## config.mk

```make
export PLATFORM = sky130hd
export DESIGN_NAME = ram_arbiter
export DESIGN_NICKNAME = d
export VERILOG_FILES = /design/src/rtl/mem_pkg.sv /design/src/rtl/rr_arb2.sv /design/src/rtl/ram_arbiter.sv
export SDC_FILE = /design/constraint.sdc
export NUM_CORES = 1
export LEC_CHECK = 0
export BUFFER_PORTS_ARGS = -buffer_cell sky130_fd_sc_hd__clkbuf_2
export CAP_MARGIN = 10
export CORE_ASPECT_RATIO = 1.75
export CORE_MARGIN = 1
export CORE_UTILIZATION = 55
export DETAILED_ROUTE_END_ITERATION = 6
export PLACE_DENSITY = 0.88
export SLEW_MARGIN = 5
export SYNTH_ARGS = -nofsm -noshare
export SYNTH_HDL_FRONTEND = slang
export SYNTH_SLANG_ARGS = --single-unit
```

## constraint.sdc

```tcl
create_clock -name clk -period 3.59 [get_ports clk]
set_clock_uncertainty 0.05 [all_clocks]
set_input_delay 0.1795 -clock clk [delete_from_list [all_inputs] [get_ports clk]]
set_output_delay 0.1795 -clock clk [all_outputs]
set_load 0.05 [all_outputs]
```

## src/rtl/mem_pkg.sv

```systemverilog
// Shared definitions for the RAM arbiter: FSM state encodings and the
// requester port identifiers used by the arbiter and its round-robin unit.
package mem_pkg;

  typedef enum logic [1:0] {
    ST_IDLE = 2'd0,
    ST_LO   = 2'd1,
    ST_HI   = 2'd2,
    ST_DONE = 2'd3
  } state_e;

  // Port IDs double as bit positions in the req/grant vectors.
  localparam logic PORT_CPU = 1'b0;
  localparam logic PORT_VGA = 1'b1;

endpackage

```

## src/rtl/rr_arb2.sv

```systemverilog
// Two-way round-robin grant logic (purely combinational).
//   req[1:0]   : request vector, bit PORT_CPU / bit PORT_VGA
//   last       : port granted most recently (pointer held by the caller)
//   grant[1:0] : one-hot grant, all zero when nothing is requested
module rr_arb2
  import mem_pkg::*;
(
  input  logic [1:0] req,
  input  logic       last,
  output logic [1:0] grant
);

  always_comb begin
    grant = 2'b00;
    if (req == 2'b11) begin
      // Tie: the port that did not win last time goes now.
      if (last == PORT_VGA) grant = 2'b01;
      else                  grant = 2'b10;
    end else begin
      grant = req;
    end
  end

endmodule

```

## src/rtl/ram_arbiter.sv

```systemverilog
// Arbitrates a CPU port (read/write) and a VGA port (read-only) onto a
// 16-bit RAM controller, splitting every 32-bit access into a low and a
// high half-word transfer. All outputs are registered.
//   cpu_req/addr/we/wdata : CPU request, held until cpu_done
//   vga_req/addr          : VGA read request, held until vga_done
//   cpu_done, vga_done    : one-cycle completion pulse
//   rdata, err            : read word and timeout flag, valid with done
//   busy                  : high whenever the FSM is not idle
//   mem_req/addr/we/wdata : half-word request to the RAM controller
//   mem_ack, mem_rdata    : half-word acknowledge and read data
module ram_arbiter
  import mem_pkg::*;
#(
  parameter int TIMEOUT = 255,
  parameter int ADDR_W  = 32
) (
  input  logic              clk,
  input  logic              rst_n,
  input  logic              cpu_req,
  input  logic [ADDR_W-1:0] cpu_addr,
  input  logic              cpu_we,
  input  logic [31:0]       cpu_wdata,
  input  logic              vga_req,
  input  logic [ADDR_W-1:0] vga_addr,
  output logic              cpu_done,
  output logic              vga_done,
  output logic [31:0]       rdata,
  output logic              err,
  output logic              busy,
  output logic              mem_req,
  output logic [ADDR_W-2:0] mem_addr,
  output logic              mem_we,
  output logic [15:0]       mem_wdata,
  input  logic              mem_ack,
  input  logic [15:0]       mem_rdata
);

  // Last no-ack cycle allowed before the access is aborted.
  localparam logic [7:0] WAIT_LAST = 8'(TIMEOUT - 1);

  state_e            state_q, state_d;
  logic              port_q, port_d;
  logic              last_q, last_d;
  logic [ADDR_W-3:0] addr_q, addr_d;
  logic              we_q, we_d;
  logic [31:0]       wdata_q, wdata_d;
  logic [7:0]        wait_q, wait_d;
  logic              cpu_done_q, cpu_done_d;
  logic              vga_done_q, vga_done_d;
  logic [31:0]       rdata_q, rdata_d;
  logic              err_q, err_d;
  logic              busy_q, busy_d;
  logic              mem_req_q, mem_req_d;
  logic [ADDR_W-2:0] mem_addr_q, mem_addr_d;
  logic              mem_we_q, mem_we_d;
  logic [15:0]       mem_wdata_q, mem_wdata_d;

  logic [1:0]        grant;
  logic              new_vga;
  logic [ADDR_W-3:0] new_addr;
  logic              new_we;
  logic [31:0]       new_wdata;
  logic              finish;
  logic              timed_out;

  // Byte-lane bits of the word addresses carry no information.
  logic unused_addr_bits;
  assign unused_addr_bits = ^{cpu_addr[1:0], vga_addr[1:0]};

  rr_arb2 u_rr_arb2 (
    .req   ({vga_req, cpu_req}),
    .last  (last_q),
    .grant (grant)
  );

  always_comb begin
    state_d     = state_q;
    port_d      = port_q;
    last_d      = last_q;
    addr_d      = addr_q;
    we_d        = we_q;
    wdata_d     = wdata_q;
    wait_d      = wait_q;
    cpu_done_d  = 1'b0;
    vga_done_d  = 1'b0;
    rdata_d     = rdata_q;
    err_d       = 1'b0;
    mem_req_d   = mem_req_q;
    mem_addr_d  = mem_addr_q;
    mem_we_d    = mem_we_q;
    mem_wdata_d = mem_wdata_q;
    finish      = 1'b0;
    timed_out   = 1'b0;

    new_vga   = grant[PORT_VGA];
    new_addr  = new_vga ? vga_addr[ADDR_W-1:2] : cpu_addr[ADDR_W-1:2];
    new_we    = ~new_vga & cpu_we;
    new_wdata = new_vga ? 32'h0 : cpu_wdata;

    case (state_q)
      ST_IDLE: begin
        if (cpu_req | vga_req) begin
          state_d     = ST_LO;
          port_d      = new_vga;
          addr_d      = new_addr;
          we_d        = new_we;
          wdata_d     = new_wdata;
          wait_d      = 8'd0;
          // Outputs are registered, so the LO-phase request is loaded here.
          mem_req_d   = 1'b1;
          mem_addr_d  = {new_addr, 1'b0};
          mem_we_d    = new_we;
          mem_wdata_d = new_wdata[15:0];
        end
      end
      ST_LO: begin
        if (mem_ack) begin
          state_d     = ST_HI;
          rdata_d     = {rdata_q[31:16], mem_rdata};
          wait_d      = 8'd0;
          mem_addr_d  = {addr_q, 1'b1};
          mem_wdata_d = wdata_q[31:16];
        end else if (wait_q == WAIT_LAST) begin
          timed_out = 1'b1;
        end else begin
          wait_d = wait_q + 8'd1;
        end
      end
      ST_HI: begin
        if (mem_ack) begin
          rdata_d = {mem_rdata, rdata_q[15:0]};
          finish  = 1'b1;
        end else if (wait_q == WAIT_LAST) begin
          timed_out = 1'b1;
        end else begin
          wait_d = wait_q + 8'd1;
        end
      end
      ST_DONE: begin
        state_d = ST_IDLE;
        last_d  = port_q;
      end
      default: state_d = ST_IDLE;
    endcase

    if (finish | timed_out) begin
      state_d    = ST_DONE;
      mem_req_d  = 1'b0;
      mem_we_d   = 1'b0;
      cpu_done_d = (port_q == PORT_CPU);
      vga_done_d = (port_q == PORT_VGA);
      err_d      = timed_out;
      if (timed_out) rdata_d = 32'h0;
    end

    busy_d = (state_d != ST_IDLE);
  end

  always_ff @(posedge clk or negedge rst_n) begin
    if (!rst_n) begin
      state_q     <= ST_IDLE;
      port_q      <= PORT_CPU;
      last_q      <= PORT_VGA;
      addr_q      <= '0;
      we_q        <= 1'b0;
      wdata_q     <= 32'h0;
      wait_q      <= 8'd0;
      cpu_done_q  <= 1'b0;
      vga_done_q  <= 1'b0;
      rdata_q     <= 32'h0;
      err_q       <= 1'b0;
      busy_q      <= 1'b0;
      mem_req_q   <= 1'b0;
      mem_addr_q  <= '0;
      mem_we_q    <= 1'b0;
      mem_wdata_q <= 16'h0;
    end else begin
      state_q     <= state_d;
      port_q      <= port_d;
      last_q      <= last_d;
      addr_q      <= addr_d;
      we_q        <= we_d;
      wdata_q     <= wdata_d;
      wait_q      <= wait_d;
      cpu_done_q  <= cpu_done_d;
      vga_done_q  <= vga_done_d;
      rdata_q     <= rdata_d;
      err_q       <= err_d;
      busy_q      <= busy_d;
      mem_req_q   <= mem_req_d;
      mem_addr_q  <= mem_addr_d;
      mem_we_q    <= mem_we_d;
      mem_wdata_q <= mem_wdata_d;
    end
  end

  assign cpu_done  = cpu_done_q;
  assign vga_done  = vga_done_q;
  assign rdata     = rdata_q;
  assign err       = err_q;
  assign busy      = busy_q;
  assign mem_req   = mem_req_q;
  assign mem_addr  = mem_addr_q;
  assign mem_we    = mem_we_q;
  assign mem_wdata = mem_wdata_q;

endmodule

```

==> results.yml <==
outcome:
  run_status: "finished, violations left"
  failed_checks: "design-rule violations"
yosys:
  synth-seq-cells: 143
  sequential_cell_area_fraction_in_the_yosys_report_pct: 55.0
  synth_async_sr_flop_share_pct: 100
  synth.area.top_cells: "sky130_fd_sc_hd__dfrtp_1, sky130_fd_sc_hd__mux2_2, sky130_fd_sc_hd__mux2i_1, sky130_fd_sc_hd__a32oi_1, sky130_fd_sc_hd__o21ai_0"
  synth-edff-count: 0
  synth.largest_area_cell: "sky130_fd_sc_hd__dfrtp_1"
  netlist_instances: 570
  yosys_warnings: 0
  ys_types: 45
  synthTopCellsByCount: "sky130_fd_sc_hd__dfrtp_1, sky130_fd_sc_hd__mux2_2, sky130_fd_sc_hd__o21ai_0, sky130_fd_sc_hd__nand2_1, sky130_fd_sc_hd__nor2_1"
  syn-cell-area_um2: 6510
  syn_nets: 696
  yosysTopAreaCellShare_pct: 54.6
  synthesized_area_divided_by_synthesized_cell_count_um2: 11.4
  yosys.cell_count.top_type: "sky130_fd_sc_hd__dfrtp_1"
  ys.flop_type: "sky130_fd_sc_hd__dfrtp_1"
clock_network:
  clock_sink_count: 143
  clock_buffers_created_by_tritoncts: 17
  max-clock-path-buffers: 2
  post_cts_resized: 0
  cts.htree.levels: 4
  clockRootBuffer: "sky130_fd_sc_hd__clkbuf_16"
  worst_skew_pair.late_latency_ns: 0.41
  cts_tree: "built"
  cts.reportedPaths.clkPinSlew_ns: 0.06
setup_path:
  ordered_list_of_cells_on_the_worst_path: "inv_1 -> ha_1 -> nor3b_1 -> or2_2 -> buf_4 -> o21ai_0"
  critical_path_arrival_ns: 2.92
  worstReg2RegEnd: "mem_addr[21]"
  slowest_delay_ns: 0.66
  crit_type: "flop to flop"
  cp_max_fo: 37
  worst_setup_path_start_kind: "flop"
  critPathTopFamily: "simple AND/OR/NAND/NOR gates"
  r2r.worst_path.cells: 6
  cp_num_buf_inv: 2
  critPathSlowestCell: "sky130_fd_sc_hd__or2_2"
  r2r_start: "state_q[0]"
  critPathCaptureType: "flop"
  timing.critical_path.required_ns: 3.81
  reg2reg_setup_slack_ns: 0.89
sta:
  timing.final.max_slew_violations: 0
  maxClockFrequency_mhz: 370
  worstMarginPinSlew_ns: 0.898
  setup_viol: 0
  final_hold_viol_count: 0
  rsz0062_at_grt: "false"
  accumulated_negative_setup_slack_ns: 0
  fin_crit_sh_pct: 75.3
  layout_min_cycle_time_ns: 2.70
  relSlewSlack_pct: 40.0
routing:
  totalWireLength_mm: 17.3
  drc: 26
  ant_nets: 0
  detailroute.via_count: 5485
  firstDrtPassIters: 7
  wl_per_cell_um: 18.7
  viasPerCell: 5.94
  drt_iter0_drc: 272
finish:
  antenna_diode_count: 0
  fin_util_pct: 73.0
  area_delta_synth_final_pct: 29.2
  finish.net_count: 901
  post_route_cells_drive_above_1_share_pct: 39.5
  num-fill-cells: 742
  post-route-cell-area_um2: 8410
worst_hold_path:
  hold-path-cell-count: 3
  hold_class: "input port to flop"
  min_delay_worst_endpoint: "rdata[25]"
  hold_start: "mem_rdata[9]"
placed_design:
  instance_area_at_placement_um2: 7560
  portBuffers: 198
  dp_hpwl_mm: 11.5
  routabilityCongestion: 0.844
global_routing:
  grt_overflow: 0
  grt_antenna_before_repair: 0
  wire_length_of_the_first_global_routing_pass_mm: 27.9
  first_global_vias: 5860
  largest_net_degree_at_the_start_of_global_routing: 80
  groute.usage.overall_pct: 29.0
floorplanning:
  fp-row-count: 52
  initial_utilization_pct: 56.5
  placeableCoreArea_um2: 11500
  floorplan.die_area_um2: 12300
  num_io_pins: 203
  die-height_um: 146
  chipWidth_um: 84.2
pwr:
  maximum_resistive_drop_on_vdd_mv: 0.856
  cellLeakagePower_nw: 4.23
  sequentialPowerShare_pct: 30.6
  p_total_mw: 9.12
  clock_power_share_pct: 21.3
  power_per_cell_area_nw_per_um2: 1090
  p_comb_share_pct: 48.1
  switching_power_summed_over_all_nets_mw: 4.25
  intPower_mw: 4.87
  power.switching_fraction_pct: 46.6
flow_run:
  cap_viol_max_count: 0
[per-stage QoR]
| stage | instances | setup slack (ns) | hold WS, ns |
|---|---|---|---|
| 4_1_cts | 923 | 0.932 | 0.00364 |
| 3_3_place_gp | 872 | 1.12 | 0.191 |
| 5_1_grt | 923 | 0.679 | 0.0239 |
| 6_report | 923 | 0.887 | 0.0150 |
| 3_5_place_dp | 872 | 0.942 | 0.211 |
| 2_1_floorplan | 570 | 1.78 | -0.166 |
[logic make-up after synthesis]
logic type,after synthesis,share of synthesized area [%]
mux,90,15.0
buf+inv,52,3.87
simple gates,127,9.33
fa+ha+maj,8,1.54
flops,143,55.0
compound gates,150,15.3
[worst min-delay path: stages]
cell and delay, ns:
sky130_fd_sc_hd__clkbuf_2 0.09, sky130_fd_sc_hd__a32oi_1 0.09, sky130_fd_sc_hd__nor2_1 0.08
[routing by layer]
| layer | routed length, um | part of all wire [%] | vias to the layer above | GRT usage (%) |
|---|---|---|---|---|
| met3 | 944 | 5.5 | 55 | 5.45 |
| met1 | 6240 | 36 | 2690 | 31.4 |
| met4 | 646 | 3.7 | 0 | 15.6 |
| li1 | - | - | 2476 | - |
| met5 | 0 | 0 | - | 0 |
| met2 | 9450 | 55 | 264 | 52.8 |
[worst max-delay path by stage]
| stage | start | endpoint | slack, ns | depth (start not counted) |
|---|---|---|---|---|
| detailed placement | state_q[0] | mem_wdata[1] | 0.94 | 6 |
| global route | state_q[0] | mem_wdata[7] | 0.68 | 7 |
| finish | state_q[0] | mem_addr[21] | 0.89 | 6 |
| floorplan | state_q[0] | mem_addr[10] | 1.78 | 7 |
| CTS | state_q[0] | mem_addr[21] | 0.93 | 6 |
| global placement | state_q[0] | mem_wdata[15] | 1.12 | 6 |
[power by group through the flow]
stage                     combinational (mW)  clock, mW  sequential, mW
final                                   4.39       1.94            2.79
after detailed placement                4.32          0            2.79
after floorplan                         1.89          0            4.16
after CTS                               4.37       1.96            2.78
after global routing                    4.66       2.02            2.87
after global placement                  4.14          0            2.74
[registers in the layout (all words and copies together) (netlist names), 2 cells and up]
signal / count
rdata: 32
mem_addr: 31
addr_q: 30
mem_wdata: 16
wdata_q: 16
wait_q: 8
state_q: 2
[layout by cell type (no fill, tap or decap), drive strengths merged, types with 3 or more instances in the layout]
cell,instances
dfrtp,142
mux2i,31
inv,13
mux2,59
buf,12
clkbuf,214
nor2,39
a32oi,32
clkinv,5
dlygate4sd3,19
o21ai,54
nor3b,17
or2,3
bufinv,5
a21oi,29
a21o,3
nand3,4
a22o,17
and2,3
ha,8
nand2,51
[final cells by class]
class	instances	area, um^2	share of cell area, %
Inverter	10	37.5	0.447
Timing Repair Buffer	228	1270	15.1
Clock buffer	17	425	5.06
Multi-Input combinational cell	375	2690	32.0
Clock inverter	15	230	2.74
Sequential cell	143	3580	42.6
Tap cell	135	169	2.01
[what timing repair did]
item | 4_1_cts | 5_1_grt
hold buffers | 19 | 0
endpoints found under the setup margin | 0 | 0
setup buffers | 0 | 0
hold endpoints to repair | 95 | 0
No activity file was read; power rests on OpenSTA's default activity.
